## config.mk

```make
export PLATFORM = sky130hd
export DESIGN_NAME = fib_seq_ctrl
export DESIGN_NICKNAME = d
export VERILOG_FILES = /design/src/rtl/fib_pkg.sv /design/src/rtl/fib_seq_ctrl.sv
export SDC_FILE = /design/constraint.sdc
export NUM_CORES = 1
export LEC_CHECK = 0
export BUFFER_PORTS_ARGS = -buffer_cell sky130_fd_sc_hd__buf_2
export CORE_ASPECT_RATIO = 1.4
export CORE_UTILIZATION = 42
export DETAILED_ROUTE_END_ITERATION = 8
export PLACE_DENSITY = 0.76
export SLEW_MARGIN = 20
export SYNTH_ARGS = -nofsm -noshare
export SYNTH_HDL_FRONTEND = slang
export SYNTH_SLANG_ARGS = --single-unit
```

## constraint.sdc

```tcl
create_clock -name clk -period 2.9 [get_ports clk]
set_clock_uncertainty 0.05 [all_clocks]
set_input_delay 0.58 -clock clk [delete_from_list [all_inputs] [get_ports clk]]
set_output_delay 0.58 -clock clk [all_outputs]
set_load 0.05 [all_outputs]
```

## src/rtl/fib_pkg.sv

```systemverilog
// Shared definitions for the Fibonacci analyzer: ALU opcodes and sequencer states.
package fib_pkg;

  localparam logic [1:0] OP_ADD = 2'd0;
  localparam logic [1:0] OP_SUB = 2'd1;
  localparam logic [1:0] OP_AND = 2'd2;
  localparam logic [1:0] OP_OR  = 2'd3;

  typedef enum logic [1:0] {
    IDLE = 2'd0,
    CMP  = 2'd1,
    STEP = 2'd2,
    DONE = 2'd3
  } fib_state_t;

endpackage

```

## src/rtl/fib_seq_ctrl.sv

```systemverilog
// Fibonacci sequencer: steps terms through the shared ALU (ADD for the next
// term, SUB to compare each term with the target) and streams every term out.
module fib_seq_ctrl
  import fib_pkg::*;
#(
  parameter int WIDTH = 8,
  parameter int IDX_W = 5
) (
  input  logic             clk,
  input  logic             rst_n,
  input  logic             start,
  input  logic [WIDTH-1:0] target,
  output logic             busy,
  output logic             term_valid,
  output logic [WIDTH-1:0] term_value,
  output logic [IDX_W-1:0] term_index,
  output logic             done,
  output logic             found,
  output logic             overflow,
  output logic [IDX_W-1:0] result_index,
  output logic [WIDTH-1:0] alu_left,
  output logic [WIDTH-1:0] alu_right,
  output logic             alu_status_in,
  output logic [1:0]       alu_opcode,
  input  logic             alu_status_out,
  input  logic [WIDTH-1:0] alu_result
);

  fib_state_t       state, state_nxt;
  logic [WIDTH-1:0] a, b, tgt;
  logic [IDX_W-1:0] idx;
  logic             b_ovf;

  // State register; reset aborts any run straight back to IDLE.
  always_ff @(posedge clk or negedge rst_n) begin
    if (!rst_n) state <= IDLE;
    else        state <= state_nxt;
  end

  // Next-state decode and ALU/stream outputs, all derived from the current state.
  always_comb begin
    state_nxt     = state;
    busy          = 1'b0;
    term_valid    = 1'b0;
    term_value    = '0;
    term_index    = '0;
    done          = 1'b0;
    alu_left      = '0;
    alu_right     = '0;
    alu_status_in = 1'b0;
    alu_opcode    = OP_OR;
    case (state)
      IDLE: begin
        if (start) state_nxt = CMP;
      end
      CMP: begin
        busy       = 1'b1;
        term_valid = 1'b1;
        term_value = a;
        term_index = idx;
        alu_opcode = OP_SUB;
        alu_left   = tgt;
        alu_right  = a;
        if (alu_result == '0)  state_nxt = DONE;
        else if (alu_status_out) state_nxt = DONE;
        else                     state_nxt = STEP;
      end
      STEP: begin
        busy       = 1'b1;
        alu_opcode = OP_ADD;
        alu_left   = a;
        alu_right  = b;
        state_nxt  = b_ovf ? DONE : CMP;
      end
      DONE: begin
        done      = 1'b1;
        state_nxt = IDLE;
      end
      default: state_nxt = IDLE;
    endcase
  end

  // Term registers and held results. A wrapped b only ends the run once it
  // would become the current term, so the last valid a is still compared.
  always_ff @(posedge clk or negedge rst_n) begin
    if (!rst_n) begin
      a            <= '0;
      b            <= '0;
      tgt          <= '0;
      idx          <= '0;
      b_ovf        <= 1'b0;
      found        <= 1'b0;
      overflow     <= 1'b0;
      result_index <= '0;
    end else begin
      case (state)
        IDLE: begin
          if (start) begin
            tgt          <= target;
            a            <= '0;
            b            <= WIDTH'(1);
            idx          <= '0;
            b_ovf        <= 1'b0;
            found        <= 1'b0;
            overflow     <= 1'b0;
            result_index <= '0;
          end
        end
        CMP: begin
          result_index <= idx;
          if (alu_result == '0) found <= 1'b1;
        end
        STEP: begin
          if (b_ovf) begin
            overflow <= 1'b1;
          end else begin
            a     <= b;
            b     <= alu_result;
            b_ovf <= alu_status_out;
            idx   <= idx + 1'b1;
          end
        end
        default: ;
      endcase
    end
  end

endmodule

```

### After elaboration in Yosys (flattened, before gate mapping)

Index checks and enable logic that the tools add are counted.

* add/sub/neg operators: 1
* mux-type cells: 30
* $mul: 0
* reduce and logical (&&, ||, !) cells: 11
* shift operators: 0
* divide/modulo/power cells: 0
* magnitude comparators: 0
* bitwise operators: 0
* equality and inequality tests: 7

Operators by type and width (number)
* 8-bit one-hot mux with 2 select lines: 4
* 8-bit 2-to-1 mux: 5
* 5-bit one-hot mux with 2 select lines: 2
* 5-bit 2-to-1 mux: 3
* 1-bit 2-to-1 mux: 9
* 3-bit AND reduction: 3
* 8-bit logical NOT: 1
* 2-bit != test, second input constant: 4
* 2-bit one-hot mux with 4 select lines: 1
* 1-bit one-hot mux with 2 select lines: 3
* 2-bit AND reduction: 3
* 5-bit by 1-bit adder with 5-bit output, second input constant: 1
* 2-bit equality test, second input constant: 2
* 2-bit 2-to-1 mux: 2
* 2-bit one-hot mux with 2 select lines: 1
* 2-bit nonzero test: 2
* 2-bit by 1-bit equality test with 1-bit output, second input constant: 1
* 2-bit logical NOT: 1
* 2-bit OR reduction: 1

* bits in latches: 0
* memories: 0
* bits of input ports: 20
* bits in writable memories: 0
* word-level logic and storage cells: 58
* bits in read-only memories: 0
* output and inout port bits: 42
* register bits: 39

### Longest topological paths before layout

Gate-level depths: netlist of the first run.

* depth in word-level cells: 3
* mapped depth: 8
* depth with buffers taken out: 5

### Worst setup path after synthesis of the first run

Ideal clock, no wire load.

* kind: register -> output
* from: register state[0]
* to: output port alu_left[0]
* cell stages (with the launch flop): 6
* slack: -0.301 ns
* required time: 2.270 ns
* path buffers: 1
* arrival: 2.571 ns
* cells stage by stage: dfrtp_1 inv_1 ha_1 clkinv_1 clkbuf_1 nor2_1

* cells in the longest elaborated chain, start to end: 2
* elaborated cells between the ends (all ways): 3
* classes of those cells: eq/ne (2); mux (1)

RTL lines
* from (decl): line fib_seq_ctrl.sv:29 `fib_state_t state, state_nxt;`
* from (signal assigned): line fib_seq_ctrl.sv:37 `else state <= state_nxt;`
* 2-bit equality test / 2-bit by 1-bit equality test with 1-bit output (equally long branches): line fib_seq_ctrl.sv:52 `case (state)`
* 8-bit one-hot mux with 2 select lines (*): line fib_seq_ctrl.sv:52
* to (decl): line fib_seq_ctrl.sv:21 `output logic [WIDTH-1:0] alu_left,`

Every way passes the cells marked *; elsewhere a longest branch is shown, timed or not.

### Final worst setup path of the first run

* from: register state[1]
* to: output port alu_right[7]

* cells in the longest elaborated chain, start to end: 2
* elaborated cells between the ends (all ways): 3
* classes of those cells: eq/ne (2); mux (1)

RTL lines
* 2-bit equality test / 2-bit by 1-bit equality test with 1-bit output (equally long branches): line fib_seq_ctrl.sv:52
* 8-bit one-hot mux with 2 select lines (*): line fib_seq_ctrl.sv:52
* to (decl): line fib_seq_ctrl.sv:22 `output logic [WIDTH-1:0] alu_right,`

Marks and branches as above.

==> metrics.txt, run 1 <==
Inst Count DP 292; min Tclk post-route 2.66 ns; HP Class in -> async; Lkg Pwr 1.22 nW; first-pass GRT wire length 6.86 mm; worst skew pair latency 0.29 ns; IO Pins 62; Yosys top cell area share 50.3%; number of cell rows 28; chip width 59.5 um; # DRC 0; startpoint types register; Reg power frac 27.7%; Core Util, Final 57.0%; metal2 WL 2.26 mm; Worst Tran Pin Value 0.876 ns; syn nets 207; Final Cycle Share 91.9%; starting density of the core 44.7%; final net count 265; Post-synth EDFFs 0; setup TNS 0 ns; flops & latches, synth 39; Syn Area/Cell 10.7 sq um; combinational fraction of design power 55.1%; routed wire length 4.51 mm; met3 wire len 182 um; Worst VDD drop 972 uV; sequential-to-total area share from yosys stat 50.3%; cell taking the most area after synthesis dfrtp_1; outcome completed; max-cap viol count 0; cts bufs inserted 5; worst-path fanout max 26; Slew Limit Fails 0; DRT antenna net count 0; CTS tree yes; top cells by area, synth dfrtp_1, a22o_1, mux2_2, and2_1, a21oi_1; Non-Filler Instances 300; grt ovf 0; via count 1,600; RSZ-0062 raised after global routing no; first-pass iteration count of the detailed router 4; crit path kind reg -> out; vias in the first global route 1,430; GRT Util Overall 19.1%; Root Buffer clkbuf_8; FMAX 375 MHz; layout cell share with drive strength beyond 1 39.6%; wl on met1 1.97 mm; Clock Tree Buf Depth 2; Post-synth top cells dfrtp_1, a22o_1, nor2_1; Post-Syn Area 1940 sq um; Pint 1.56 mW; GP Congestion 0.811; uppermost layer routed met4; ys async rst share 100%; Psw 1.56 mW; Core Region 4340 sq um; PortBufs 60; largest net degree at the start of global routing 40; P&R area growth vs syn 27.5%; die area 4900 sq um; initial antenna violation count 0; initial detailed-routing violation count 51; Final HPWL DP 3.12 mm; critical path data arrival time 2.03 ns; CTS sink count 39; Ant. Diodes 0; hold-fix buffers at CTS 0; vias per inst 5.33; most used flip-flop cell after synthesis dfrtp_1; sw frac 50.1%; final setup fails 0; yosys synthesis warning count 0; cell area power density 1260 nW/um^2; Slew headroom 41.6%; final hold vios 0; synth unique cells 31; crit end category primary output; H-tree depth 2; Syn Inst Count 181; Hold WS 0.353 ns; Clk pwr share 17.2%; Worst Path Required 2.27 ns; chip height 82.4 um; DR WL/cell 15.0 um; Reg clk slew, reported paths 0.08 ns; most instantiated library cell after synthesis dfrtp_1; power consumption 3.12 mW
[flip-flops by register name, summed over array words and instances, names as in the netlist]
signal        cells
b_ovf             1
result_index      5
found             1
state             2
b                 8
a                 8
overflow          1
tgt               8
idx               5
[routing by layer]
metal	vias to the layer above	track usage, %
met5	-	0
met4	0	7.62
met3	7	4.05
met2	46	32.2
met1	778	23.4
li1	769	-
[layout by cell type, fill, tap and decap left out, drive strengths merged]
| master | instances |
|---|---|
| a21oi | 16 |
| a22o | 21 |
| a22oi | 8 |
| a31oi | 1 |
| and2 | 15 |
| buf | 62 |
| bufinv | 2 |
| clkbuf | 6 |
| clkinv | 1 |
| conb | 1 |
| dfrtp | 39 |
| ha | 6 |
| inv | 4 |
| mux2 | 9 |
| mux2i | 3 |
| nand2 | 6 |
| nand2b | 3 |
| nand3 | 2 |
| nand3b | 1 |
| nor2 | 20 |
| nor2b | 1 |
| nor3 | 1 |
| nor4 | 5 |
| nor4b | 1 |
| o21ai | 2 |
| o221ai | 1 |
| o31ai | 1 |
| or2b | 1 |
| or3 | 1 |
[power groups by stage]
stage               clock, mW  combinational [mW]  sequential, mW
finish                  0.535                1.72           0.865
detailed placement          0                1.72           0.871
floorplan                   0                1.39           0.899
global route            0.572                1.84           0.886
global placement            0                1.70           0.864
CTS                     0.543                1.73           0.863
[worst max-delay path, cell delays in order (launching register included)]
cell     delay, ns
dfrtp_1       0.45
inv_1         0.13
ha_2          0.49
and2_1        0.21
a21oi_1       0.04
nor2_1        0.14
buf_2         0.28
[what timing repair did]
item | 4_1_cts | 5_1_grt
setup buffers | 0 | 0
gates resized for setup | 0 | 1
setup endpoints to repair | 0 | 11
[final timing paths]
path	startpoint	endpoint	slack, ns	cells after the start
max in group asynchronous	rst_n	found	1.89	1
setup / recovery	state[1]	alu_right[7]	0.24	6
hold reg to reg	result_index[4]	result_index[4]	0.46	1
setup reg to reg	state[0]	idx[0]	0.76	5
hold / removal	rst_n	a[6]	0.35	1
min in group clk	result_index[4]	result_index[4]	0.46	1
[logic make-up (layout without fill, tap and decap cells)]
logic type                 count (synthesis)  after routing  synth area share, %
and+or+nand+nor                           57             57                 16.0
AOI/OAI and AO/OA                         50             50                 18.4
DFF                                       39             39                 50.3
buffers and inverters                     16             75                 4.51
muxes                                     12             12                 6.77
adders and majority gates                  6              6                 3.87
other                                      1              1                0.193
[cell type report]
type                            instances  area, sq um
Tap cell                               60         75.1
Timing Repair Buffer                   62          315
Fill cell                             407         1870
Inverter                                5         18.8
Multi-Input combinational cell        126          957
Sequential cell                        39          976
Clock buffer                            6         72.6
Clock inverter                          2         60.1
[metrics by stage]
step | setup slack [ns] | area (sq um)
4_1_cts | 0.0666 | 2470
3_3_place_gp | 0.430 | 2340
2_1_floorplan | 0.0875 | 2020
5_1_grt | 0.123 | 2470
3_5_place_dp | 0.395 | 2340
6_report | 0.235 | 2470
No activity file was read; power rests on OpenSTA's default activity.
==> run 2, diff against run 1 <==
--- a/config.mk
+++ b/config.mk
@@ -10,7 +10,6 @@
 export CORE_UTILIZATION = 42
 export DETAILED_ROUTE_END_ITERATION = 8
 export PLACE_DENSITY = 0.76
-export SLEW_MARGIN = 20
 export SYNTH_ARGS = -nofsm -noshare
 export SYNTH_HDL_FRONTEND = slang
 export SYNTH_SLANG_ARGS = --single-unit
==> constraint.sdc (replaced) <==
create_clock -name clk -period 2.9 [get_ports clk]
set_clock_uncertainty 0.05 [all_clocks]
set_input_delay 0.145 -clock clk [delete_from_list [all_inputs] [get_ports clk]]
set_output_delay 0.145 -clock clk [all_outputs]
set_load 0.05 [all_outputs]
==> run 2 against run 1 <==
Effect of this change:
- power shrank 4.3%
- register-to-register slack improved by 0.03 ns
- combinational power fell by 8%
- cell area down 2.5%
- core utilization fell by 1.4 points
- first-iteration DRC count increased by 29%
- cell count rose by 0.67%
- non-clock buffer count rose by 2
- routed wire length fell by 2.2%
- highest routed layer unchanged
==> metrics.txt, run 2 (synthesis results as in run 1) <==
die area 4900 sq um; # Post-CTS Setup Buffers 0; final setup fails 0; final net count 267; Non-Filler Instances 302; cts bufs inserted 5; number of cell rows 28; Pint 1.53 mW; final hold vios 0; layout cell share with drive strength beyond 1 33.9%; chip height 82.4 um; H-tree depth 2; Slew Limit Fails 0; GRT Util Overall 18.6%; top flop regs a: 8 flops, b: 8 flops, tgt: 8 flops; CTS sink count 39; chip width 59.5 um; CTS tree yes; FMAX 434 MHz; initial antenna violation count 0; Worst VDD drop 390 uV; startpoint types register; RSZ-0062 raised after global routing no; # DRC 0; Psw 1.46 mW; combinational fraction of design power 52.9%; gr busiest metal met2; min Tclk post-route 2.30 ns; IO Pins 62; max-cap viol count 0; sw frac 48.8%; Final HPWL DP 3.21 mm; Worst Tran Pin Value 0.880 ns; Worst Path Required 2.71 ns; routed wire length 4.41 mm; grt ovf 0; worst skew pair latency 0.29 ns; Inst Count DP 293; GP Congestion 0.798; outcome completed; via count 1,613; Lkg Pwr 1.23 nW; P&R area growth vs syn 24.3%; met2 usage 33.0%; GR Util met1 21.3%; setup TNS 0 ns; starting density of the core 44.7%; Reg power frac 29.2%; first-pass iteration count of the detailed router 4; Final Cycle Share 79.4%; critical path data arrival time 2.11 ns; DRT antenna net count 0; vias per inst 5.34; HP Class in -> reg; cell area power density 1240 nW/um^2; first-pass GRT wire length 6.72 mm; crit path kind reg -> out; Reg clk slew, reported paths 0.08 ns; PortBufs 60; largest net degree at the start of global routing 40; Clock Tree Buf Depth 2; vias in the first global route 1,448; Clk pwr share 17.9%; worst-path fanout max 16; initial detailed-routing violation count 66; Core Region 4340 sq um; commonest cells after routing, fill and taps aside buf_2, dfrtp_1, a22o_1; Ant. Diodes 0; crit end category primary output; Root Buffer clkbuf_8; power consumption 2.99 mW; met3 usage 3.74%; DR WL/cell 14.6 um; Layout fillers 403; Slew headroom 41.3%; most common cell after layout, fill and taps aside buf_2
## run 2: cell count changes in the layout (fill, tap and decap cells not counted), sizes merged
cell	before	now
buf	62	63
dlygate4sd3	0	1
## run 2: timing repair
item,in CTS,in global routing
setup endpoints to repair,0,0
endpoints found under the hold margin,39,0
gates resized for setup,0,0
hold buffers,1,0
## run 2: cell type report
type | count | area [sq um] | area share [%]
Clock buffer | 6 | 72.6 | 3.01
Sequential cell | 39 | 976 | 40.5
Tap cell | 60 | 75.1 | 3.11
Multi-Input combinational cell | 126 | 877 | 36.4
Inverter | 5 | 18.8 | 0.778
Timing Repair Buffer | 64 | 333 | 13.8
Clock inverter | 2 | 60.1 | 2.49
## run 2: worst paths after layout
path	startpoint	endpoint	slack (ns)	depth (start not counted)
max	state[1]	alu_right[0]	0.60	7
min	target[6]	tgt[6]	0.03	2
max reg2reg	state[0]	idx[0]	0.79	5
min reg2reg	result_index[0]	result_index[0]	0.46	1
max in group asynchronous	rst_n	tgt[3]	1.78	2
min in group asynchronous	rst_n	tgt[4]	0.46	2
## run 2: power groups by stage
stage                     combinational (mW)  sequential [mW]  clock [mW]
after floorplan                         1.25            0.899           0
after global placement                  1.55            0.874           0
after detailed placement                1.58            0.880           0
after CTS                               1.59            0.870       0.542
after global routing                    1.69            0.895       0.567
final                                   1.58            0.872       0.533
## run 2: layer usage
layer  share of wire, %  up-vias
li1                   -      765
met2                 52       44
met5                  0        -
met3                3.5       10
met4                2.6        0
met1                 42      794
## run 2: through the flow
stage	setup slack [ns]	hold WS, ns	utilization, %	area [sq um]
floorplan	0.134	-0.201	-	1940
global placement	0.893	0.242	52.2	2270
detailed placement	0.820	0.250	52.2	2270
CTS	0.587	0.0315	55.5	2410
global route	0.449	0.0350	55.5	2410
finish	0.596	0.0348	55.5	2410
## run 2: critical path, stage by stage (launching register included)
cell and delay (ns):
dfrtp_1 0.44, inv_1 0.12, ha_1 0.38, buf_4 0.27, and2_1 0.17, a21oi_1 0.05
nor2_1 0.10, buf_2 0.28
